[src/rtl/nbbpu_run_monitor.sv]
// Run controller beside the nbbpu core: reset sequencing, cycle/write counters, halt/timeout detect, trace ring.
// Status outputs registered (one-edge latency); trace read combinational; no backpressure, inputs sampled every RUN edge.
module nbbpu_run_monitor #(
  parameter int PC_WIDTH     = 16,
  parameter int INSTR_WIDTH  = 16,
  parameter int COUNT_WIDTH  = 16,
  parameter int RESET_CYCLES = 2,
  parameter int CYCLE_LIMIT  = 24,
  parameter int HALT_REPEAT  = 2,
  parameter int TRACE_DEPTH  = 8,
  parameter int TRACE_AW     = 3
) (
  input  logic                   clock,
  input  logic                   reset,
  input  logic                   restart,
  input  logic [PC_WIDTH-1:0]    pc,
  input  logic [INSTR_WIDTH-1:0] instruction,
  input  logic                   write_enable,
  output logic                   cpu_reset,
  output logic                   cpu_clock_enable,
  output logic [COUNT_WIDTH-1:0] cycle_count,
  output logic [COUNT_WIDTH-1:0] write_count,
  output logic [1:0]             state,
  output logic                   halted,
  output logic                   timeout,
  input  logic [TRACE_AW-1:0]    trace_index,
  output logic [PC_WIDTH-1:0]    trace_pc,
  output logic [INSTR_WIDTH-1:0] trace_instruction,
  output logic [TRACE_AW:0]      trace_fill
);

  typedef enum logic [1:0] {
    ST_HOLD    = 2'd0,
    ST_RUN     = 2'd1,
    ST_HALTED  = 2'd2,
    ST_TIMEOUT = 2'd3
  } run_state_t;

  localparam int FW = TRACE_AW + 1;
  localparam logic [7:0]             HOLD_LAST = 8'(RESET_CYCLES - 1);
  localparam logic [3:0]             HALT_N    = 4'(HALT_REPEAT);
  localparam logic [COUNT_WIDTH-1:0] LIMIT_C   = COUNT_WIDTH'(CYCLE_LIMIT);
  localparam logic [COUNT_WIDTH-1:0] ONE_C     = COUNT_WIDTH'(1);
  localparam logic [FW-1:0]          FILL_MAX  = FW'(TRACE_DEPTH);
  localparam logic [FW-1:0]          ONE_F     = FW'(1);
  localparam logic [TRACE_AW-1:0]    ONE_A     = TRACE_AW'(1);

  run_state_t state_q, state_d;

  logic [7:0]             hold_cnt;
  logic [3:0]             rep_cnt, rep_next;
  logic                   prev_vld;
  logic [PC_WIDTH-1:0]    prev_pc;
  logic [TRACE_AW-1:0]    wr_ptr, rd_slot;
  logic [COUNT_WIDTH-1:0] cycle_next;
  logic                   hold_done, halt_hit, limit_hit, restart_ok;

  logic [PC_WIDTH-1:0]    trace_pc_mem    [TRACE_DEPTH];
  logic [INSTR_WIDTH-1:0] trace_instr_mem [TRACE_DEPTH];

  // prev_vld suppresses the PC comparison on the first RUN edge after (re)start.
  always_comb begin
    cycle_next = (cycle_count == '1) ? cycle_count : cycle_count + ONE_C;
    rep_next   = '0;
    if (prev_vld && (pc == prev_pc)) begin
      rep_next = (rep_cnt == '1) ? rep_cnt : rep_cnt + 4'd1;
    end
    hold_done  = (hold_cnt == HOLD_LAST);
    halt_hit   = (rep_next == HALT_N);
    limit_hit  = (CYCLE_LIMIT != 0) && (cycle_next == LIMIT_C);
    restart_ok = restart && ((state_q == ST_HALTED) || (state_q == ST_TIMEOUT));
  end

  always_ff @(posedge clock or negedge reset) begin
    if (!reset) begin
      state_q <= ST_HOLD;
    end else begin
      state_q <= state_d;
    end
  end

  // Halt is checked before timeout so a coincident halt wins.
  always_comb begin
    state_d = state_q;
    case (state_q)
      ST_HOLD: begin
        if (hold_done) state_d = ST_RUN;
      end
      ST_RUN: begin
        if (halt_hit)       state_d = ST_HALTED;
        else if (limit_hit) state_d = ST_TIMEOUT;
      end
      default: begin
        if (restart) state_d = ST_HOLD;
      end
    endcase
  end

  always_comb begin
    state            = state_q;
    cpu_reset        = (state_q == ST_HOLD);
    cpu_clock_enable = (state_q == ST_RUN);
    halted           = (state_q == ST_HALTED);
    timeout          = (state_q == ST_TIMEOUT);
  end

  always_ff @(posedge clock or negedge reset) begin
    if (!reset) begin
      hold_cnt    <= '0;
      cycle_count <= '0;
      write_count <= '0;
      trace_fill  <= '0;
      wr_ptr      <= '0;
      rep_cnt     <= '0;
      prev_vld    <= 1'b0;
      prev_pc     <= '0;
    end else if (restart_ok) begin
      hold_cnt    <= '0;
      cycle_count <= '0;
      write_count <= '0;
      trace_fill  <= '0;
      wr_ptr      <= '0;
      rep_cnt     <= '0;
      prev_vld    <= 1'b0;
      prev_pc     <= '0;
    end else begin
      case (state_q)
        ST_HOLD: begin
          hold_cnt <= hold_cnt + 8'd1;
        end
        ST_RUN: begin
          cycle_count <= cycle_next;
          if (write_enable && (write_count != '1)) write_count <= write_count + ONE_C;
          wr_ptr <= wr_ptr + ONE_A;
          if (trace_fill != FILL_MAX) trace_fill <= trace_fill + ONE_F;
          prev_pc  <= pc;
          prev_vld <= 1'b1;
          rep_cnt  <= rep_next;
        end
        default: begin
        end
      endcase
    end
  end

  // Trace storage carries no reset; trace_fill masks stale slots on readout.
  always_ff @(posedge clock) begin
    if (state_q == ST_RUN) begin
      trace_pc_mem[wr_ptr]    <= pc;
      trace_instr_mem[wr_ptr] <= instruction;
    end
  end

  always_comb begin
    rd_slot           = wr_ptr - ONE_A - trace_index;
    trace_pc          = '0;
    trace_instruction = '0;
    if ({1'b0, trace_index} < trace_fill) begin
      trace_pc          = trace_pc_mem[rd_slot];
      trace_instruction = trace_instr_mem[rd_slot];
    end
  end

endmodule

[config.mk]
export PLATFORM = sky130hd
export DESIGN_NAME = nbbpu_run_monitor
export DESIGN_NICKNAME = d
export VERILOG_FILES = /design/src/rtl/nbbpu_run_monitor.sv
export SDC_FILE = /design/constraint.sdc
export NUM_CORES = 1
export LEC_CHECK = 0
export CORE_MARGIN = 2
export CORE_UTILIZATION = 33
export CTS_CLUSTER_SIZE = 24
export DETAILED_ROUTE_END_ITERATION = 12
export PLACE_DENSITY = 0.5
export SLEW_MARGIN = 15
export SYNTH_ARGS = -nofsm -noshare
export SYNTH_HDL_FRONTEND = slang
export SYNTH_SLANG_ARGS = --single-unit
[constraint.sdc]
create_clock -name clock -period 5.57 [get_ports clock]
set_input_delay 1.671 -clock clock [delete_from_list [all_inputs] [get_ports clock]]
set_output_delay 1.671 -clock clock [all_outputs]
set_load 0.05 [all_outputs]
# After elaboration in Yosys (flattened, before gate mapping)

Memories as Yosys holds them, arrays and structs flattened.
Cells that the tools add are included.

Register bits: 70
Bits in writable memories: 256
Input bits: 39
Output and inout port bits: 74
Logic and storage cells: 76
Memories kept: 2

Memory list:

| memory          | words | width | rd ports | clocked after Yosys merged registers in | wr ports | RTL line | text |
|---|---|---|---|---|---|---|---|
| trace_instr_mem | 8     | 16    | 1        | 0                                       | 1        | 59       | `logic [INSTR_WIDTH-1:0] trace_instr_mem [TRACE_DEPTH];` |
| trace_pc_mem    | 8     | 16    | 1        | 0                                       | 1        | 58       | `logic [PC_WIDTH-1:0] trace_pc_mem [TRACE_DEPTH];` |

$add $sub $neg: 8
$lt $le $gt $ge: 1
Equal/unequal tests: 13
Muxes and demuxes: 30
Reduce and logical (&&, ||, !) cells: 13

Operators with widths:

| kind                    | count |
|---|---|
| $mux W16                | 10 |
| $add A16 B1 Y16 const B | 2 |
| $mux W4                 | 7 |
| $eq A16 B16 Y1          | 1 |
| $eq A16 B16 Y1 const B  | 1 |
| $eq A16 B5 Y1 const B   | 1 |
| $mux W8                 | 2 |
| $ne A16 B16 Y1 const B  | 1 |
| $add A4 B1 Y4 const B   | 2 |
| $add A8 B1 Y8 const B   | 1 |
| $eq A8 B1 Y1 const B    | 1 |
| $mux W2                 | 4 |
| $reduce_bool A2 Y1      | 4 |
| $mux W3                 | 2 |
| $eq A2 B2 Y1 const B    | 2 |
| $eq A4 B2 Y1 const B    | 1 |
| $eq A4 B4 Y1 const B    | 1 |
| $lt A3 B4 Y1            | 1 |
| $mux W1                 | 4 |
| $ne A4 B4 Y1 const B    | 1 |
| $pmux W2 S2             | 1 |
| $reduce_and A2 Y1       | 2 |
| $add A3 B1 Y3 const B   | 1 |
| $logic_and A1 B1 Y1     | 3 |
| 9 further kinds         | 9 |

# Depth between registers and ports, before layout

Word-level depth: 6
Depth in mapped cells: 9
Gate-level depth less buffers: 8

# Worst setup path before layout

OpenSTA, ideal clock, no wires.

Kind: input to output
From: input port trace_index[0]
To: output port trace_instruction[10]
Data arrival time: 4.099 ns
Data required time: 3.899 ns
Slack: -0.200 ns
Cell stages on the path: 9
Path buffers: 2
Path through: inv_1 ha_1 inv_1 fa_1 clkbuf_1 clkbuf_1 mux4_2 nand2_1 a21oi_1

Cells in the longest elaborated chain, start to end: 3
Elaborated cells between the ends (all ways): 4
Those cells by class: add/sub (1); order compare (1); mux (1); memory (1)

RTL lines:

| what               | RTL line | text |
|---|---|---|
| start: declaration | 26       | `input logic [TRACE_AW-1:0] trace_index,` |
| $sub A3 B3 Y3      | 155      | `rd_slot = wr_ptr - ONE_A - trace_index;` |
| $mem_v2 Z8 W16     | -        |  |
| $mux W16 (*)       | 158      | `if ({1'b0, trace_index} < trace_fill) begin` |
| end: declaration   | 28       | `output logic [INSTR_WIDTH-1:0] trace_instruction,` |

Every way passes the cells marked *; elsewhere a longest branch is shown, timed or not.

# Worst setup path in the final report

From: input port trace_index[0]
To: output port trace_pc[9]

Cells in the longest elaborated chain, start to end: 3
Elaborated cells between the ends (all ways): 4
Those cells by class: add/sub (1); order compare (1); mux (1); memory (1)

RTL lines:

| what             | RTL line | text |
|---|---|---|
| $sub A3 B3 Y3    | 155      |  |
| $mem_v2 Z8 W16   | -        |  |
| $mux W16 (*)     | 158      |  |
| end: declaration | 27       | `output logic [PC_WIDTH-1:0] trace_pc,` |

Marks and branches as above.

==> flow_summary.ini <==
[layout]
synthToLayoutAreaGrowth_pct = 29.54
final_cell_count_no_fill = 1582
finish.net_count = 1071
layout.filler_cells = 3660
fraction_of_layout_instances_using_a_drive_strength_above_1 = 0.2510
utilization = 0.4337

[place]
place_hpwl_mm = 19.25
dp_cells = 1502
gp_routability_congestion = 0.7699
buffer_ports.inserted = 112

[timing]
fin_worst_skew_ns = 0.02039
tns_ns = 0
finalMaxSlewViolations = 0
timing.final.hold_violations = 0
setup-violations-final = 0
timing.max_slew.rel_slack = 0.3261
max_clock_freq_mhz = 182.7
layout_min_cycle_time_ns = 5.474
post-route-period-util = 0.9827
worst_hold_slack_ns = 0.4754
rsz0062_at_grt = yes
worst_margin_slew_ns = 1.008

[cts]
ctsHoldBuffers = 0
cts-root-to-sink-buffers = 3
tritoncts_sinks = 326
tritoncts.num_buffers = 39
cts_root_buffer = sky130_fd_sc_hd__clkbuf_16
cts.htree.levels = 2
clkSlewWorstSetupHoldPaths_ns = 0.05
worstSkewPairLatency_ns = 0.55
tritoncts_clock_tree = done

[pwr]
vdd_drop_max_v = 0.0003558
power_switching_share = 0.3775
share_clk_of_total_power = 0.208
leakagePower_nw = 6.164
pwr_density_cell_nw_per_um2 = 648.9
total_power_mw = 11.49
intPower_mw = 7.154
power_frac_comb = 0.502
total_switching_power_mw = 4.338
p_seq_frac = 0.290

[floorplan]
die_height_um = 207.5
dieWidth_um = 207.5
floorplan.die_area_um2 = 43070
effective_utilization_at_floorplan = 0.3348
core.rowCount = 74
floorplan.io_pins = 113
core-area_um2 = 40830

[routing]
wl_per_cell_um = 21.01
drt-pass1-iter-count = 5
drt-vias-per-instance = 5.071
iter_0_drt_violations = 543
total_detailed_routing_wirelength_mm = 33.24
remaining_drc_errors = 0
routed-via-count = 8023
detail-route-antenna-nets = 0

[yosys]
synth_ff_type = sky130_fd_sc_hd__edfxtp_1
main_combinational_cell_family_by_area_after_synthesis = multiplexers
synthAdderAreaFrac = 0.01153
cell_count_after_synthesis = 867
post_synth_mux_area_share = 0.1159
ys_ff_latch = 326
post_synth.cell_area_avg_um2 = 15.77
netlist_area_um2 = 13670
synth-edff-count = 256
synth-xor-area-share = 0.02178
yosysWarnings = 0
synth-compound-area-share = 0.05373
synth_sequential_area_ratio = 0.6905
asyncSetResetFlopFracSynth = 0.2147
synth-simple-area-share = 0.08686
syn_nets = 918
post_synth_num_cell_types = 58

[critical_path]
worst_ep_required_time_ns = 3.90
r2r.worst_path.cells = 6
critical_path_source_type = input port
crit_path_end_kind = output port
path_buf_inv = 7
critical_path.cell_chain = dlygate4sd2_1 -> inv_2 -> ha_4 -> inv_2 -> fa_2 -> xnor2_1 -> buf_4 -> xnor2_4 -> buf_8 -> buf_4 -> nand2_1 -> a21oi_2 -> buf_12
cpLargestDelayFamily = buffers and inverters
crit_reg_reg_endpoint = trace_pc_mem[7][2]
timing.critical_path.arrival_ns = 3.80
worst_setup_sp = trace_index[0]
critPathMaxStageDelay_ns = 0.34
cp_slowest_cell = sky130_fd_sc_hd__fa_2
maximum_fanout_along_the_worst_path = 6
r2r_setup_slack_ns = 2.79
worstReg2RegStart = state[1]
timing.setup.critical_path_class = in -> out

[grt]
pin_count_of_the_biggest_net_entering_global_routing = 71
grt_first_pass_wirelength_mm = 51.38
grt_antenna_before_repair = 0
grt_overflow_total = 0
grt_pass1_vias = 8351
gr-usage-all-layers = 0.1567

[hold_path]
worst_hold_path.endpoint = hold_cnt[7]
hold_path_startpoint = hold_cnt[7]
min_path_type = reg -> reg
hold_path_depth = 1

[run]
cap_viol_max_count = 0

[run_status]
result_of_the_run = complete, no violations
==> cell type report <==
type,count,area [µm²],area share
diodes,2,5.005,0.0002826
well taps,532,665.6,0.03759
flip-flops and latches,326,9439,0.5330
clock inverters,21,165.2,0.009326
clock buffers,48,1031,0.05822
repair buffers,159,2115,0.1194
inverters,15,56.30,0.003179
multi-input cells,479,4233,0.2390
==> through the flow <==
stage | worst slack, ns | area, µm²
after global routing | -0.02210 | 17700
after global placement | -0.1150 | 16270
after floorplan | 0.08079 | 13790
after CTS | 0.04010 | 17740
final | 0.09631 | 17710
after detailed placement | -0.1259 | 16270
==> placed cells by master (no fill, tap or decap), types with 8 or more instances in the layout <==
cell type,synthesis,final
sky130_fd_sc_hd__a21oi_1,46,13
sky130_fd_sc_hd__a21oi_2,0,28
sky130_fd_sc_hd__a22o_1,17,17
sky130_fd_sc_hd__a31oi_1,8,8
sky130_fd_sc_hd__buf_12,0,49
sky130_fd_sc_hd__buf_4,2,23
sky130_fd_sc_hd__clkbuf_1,28,8
sky130_fd_sc_hd__clkbuf_16,0,40
sky130_fd_sc_hd__clkdlybuf4s50_1,0,77
sky130_fd_sc_hd__clkinv_1,0,8
sky130_fd_sc_hd__dfrtp_1,70,70
sky130_fd_sc_hd__edfxtp_1,256,256
sky130_fd_sc_hd__ha_1,11,10
sky130_fd_sc_hd__inv_1,15,13
sky130_fd_sc_hd__mux2i_1,12,12
sky130_fd_sc_hd__mux4_2,64,64
sky130_fd_sc_hd__nand2_1,103,99
sky130_fd_sc_hd__nand3_1,21,21
sky130_fd_sc_hd__nand4_1,22,22
sky130_fd_sc_hd__nor2_1,26,24
sky130_fd_sc_hd__nor3_1,13,9
sky130_fd_sc_hd__o21ai_0,25,25
sky130_fd_sc_hd__xnor2_1,25,24
sky130_fd_sc_hd__xor2_1,9,8
==> routing by layer <==
metal  GRT usage  up-vias  share of wire
met3     0.02859       44          0.047
met2      0.2592      188           0.48
met5           0        -              0
met1      0.2115     4099           0.45
li1            -     3692              -
met4     0.04557        0          0.020
==> power groups by stage <==
| stage | combinational (mW) | sequential, mW | clock [mW] |
|---|---|---|---|
| 4_1_cts | 5.93 | 3.34 | 2.47 |
| 5_1_grt | 6.09 | 3.39 | 2.56 |
| 3_5_place_dp | 5.48 | 3.38 | 0 |
| 3_3_place_gp | 5.46 | 3.38 | 0 |
| 6_report | 5.77 | 3.34 | 2.39 |
| 2_1_floorplan | 2.96 | 3.47 | 0 |
==> cells by family after synthesis <==
logic type      Yosys count
flops                   326
simple gates            238
compound gates          117
mux                      78
buf+inv                  62
xor+xnor                 34
fa+ha+maj                12
==> worst reg2reg max path, cell delays in order (launching register included) <==
cell                       delay [ns]
sky130_fd_sc_hd__dfrtp_1         0.52
sky130_fd_sc_hd__nand2b_1        0.23
sky130_fd_sc_hd__inv_1           0.09
sky130_fd_sc_hd__buf_4           0.40
sky130_fd_sc_hd__nand2_1         0.24
sky130_fd_sc_hd__nor2_4          0.53
sky130_fd_sc_hd__buf_4           0.42
==> Yosys cell counts (2+ instances only) <==
cell type | instances | share of area
sky130_fd_sc_hd__edfxtp_1 | 256 | 0.56
sky130_fd_sc_hd__nand2_1 | 103 | 0.028
sky130_fd_sc_hd__dfrtp_1 | 70 | 0.13
sky130_fd_sc_hd__mux4_2 | 64 | 0.11
sky130_fd_sc_hd__a21oi_1 | 46 | 0.017
sky130_fd_sc_hd__clkbuf_1 | 28 | 0.0077
sky130_fd_sc_hd__nor2_1 | 26 | 0.0071
sky130_fd_sc_hd__o21ai_0 | 25 | 0.0092
sky130_fd_sc_hd__xnor2_1 | 25 | 0.016
sky130_fd_sc_hd__nand4_1 | 22 | 0.010
sky130_fd_sc_hd__nand3_1 | 21 | 0.0077
sky130_fd_sc_hd__a22o_1 | 17 | 0.011
sky130_fd_sc_hd__inv_1 | 15 | 0.0041
sky130_fd_sc_hd__nor3_1 | 13 | 0.0048
sky130_fd_sc_hd__buf_2 | 12 | 0.0044
sky130_fd_sc_hd__mux2i_1 | 12 | 0.0088
sky130_fd_sc_hd__ha_1 | 11 | 0.010
sky130_fd_sc_hd__xor2_1 | 9 | 0.0058
sky130_fd_sc_hd__a31oi_1 | 8 | 0.0037
sky130_fd_sc_hd__and2_1 | 7 | 0.0032
sky130_fd_sc_hd__and3_1 | 7 | 0.0032
sky130_fd_sc_hd__nor4_1 | 7 | 0.0032
sky130_fd_sc_hd__nand4b_1 | 4 | 0.0026
sky130_fd_sc_hd__nor3b_1 | 4 | 0.0022
sky130_fd_sc_hd__and4_1 | 3 | 0.0019
sky130_fd_sc_hd__buf_1 | 3 | 0.00082
sky130_fd_sc_hd__nand2b_1 | 3 | 0.0014
sky130_fd_sc_hd__nand3b_1 | 3 | 0.0016
sky130_fd_sc_hd__nor2b_1 | 3 | 0.0014
sky130_fd_sc_hd__o211ai_1 | 3 | 0.0016
sky130_fd_sc_hd__o31ai_1 | 3 | 0.0016
sky130_fd_sc_hd__a21o_1 | 2 | 0.0011
sky130_fd_sc_hd__buf_4 | 2 | 0.0011
sky130_fd_sc_hd__buf_6 | 2 | 0.0016
sky130_fd_sc_hd__mux2_2 | 2 | 0.0016
sky130_fd_sc_hd__nand4_2 | 2 | 0.0018
sky130_fd_sc_hd__nor4b_1 | 2 | 0.0013
sky130_fd_sc_hd__o221a_2 | 2 | 0.0016
==> state kept, by name, summed over array words and instances, names as in the netlist <==
signal	flops
prev_pc	16
prev_vld	1
rep_cnt	4
trace_pc_mem	128
state	2
wr_ptr	3
hold_cnt	8
trace_fill	4
trace_instr_mem	128
write_count	16
cycle_count	16
==> worst max path at each step <==
stage | endpoint | slack, ns | cells past startpoint
floorplan | trace_pc[15] | 0.08 | 9
global placement | trace_pc[1] | -0.11 | 11
detailed placement | trace_pc[13] | -0.13 | 11
CTS | trace_instruction[14] | 0.04 | 14
global route | trace_pc[9] | -0.02 | 13
finish | trace_pc[9] | 0.1 | 13
==> repair_timing <==
item | in CTS | in global routing
setup buffers | 6 | 0
gates cloned | 5 | 0
resized for setup | 20 | 2
pin swaps | 9 | 3
endpoints found under the setup margin | 31 | 21
hold endpoints to repair | 0 | 0
Note: power is estimated with default switching activity, not from simulation.
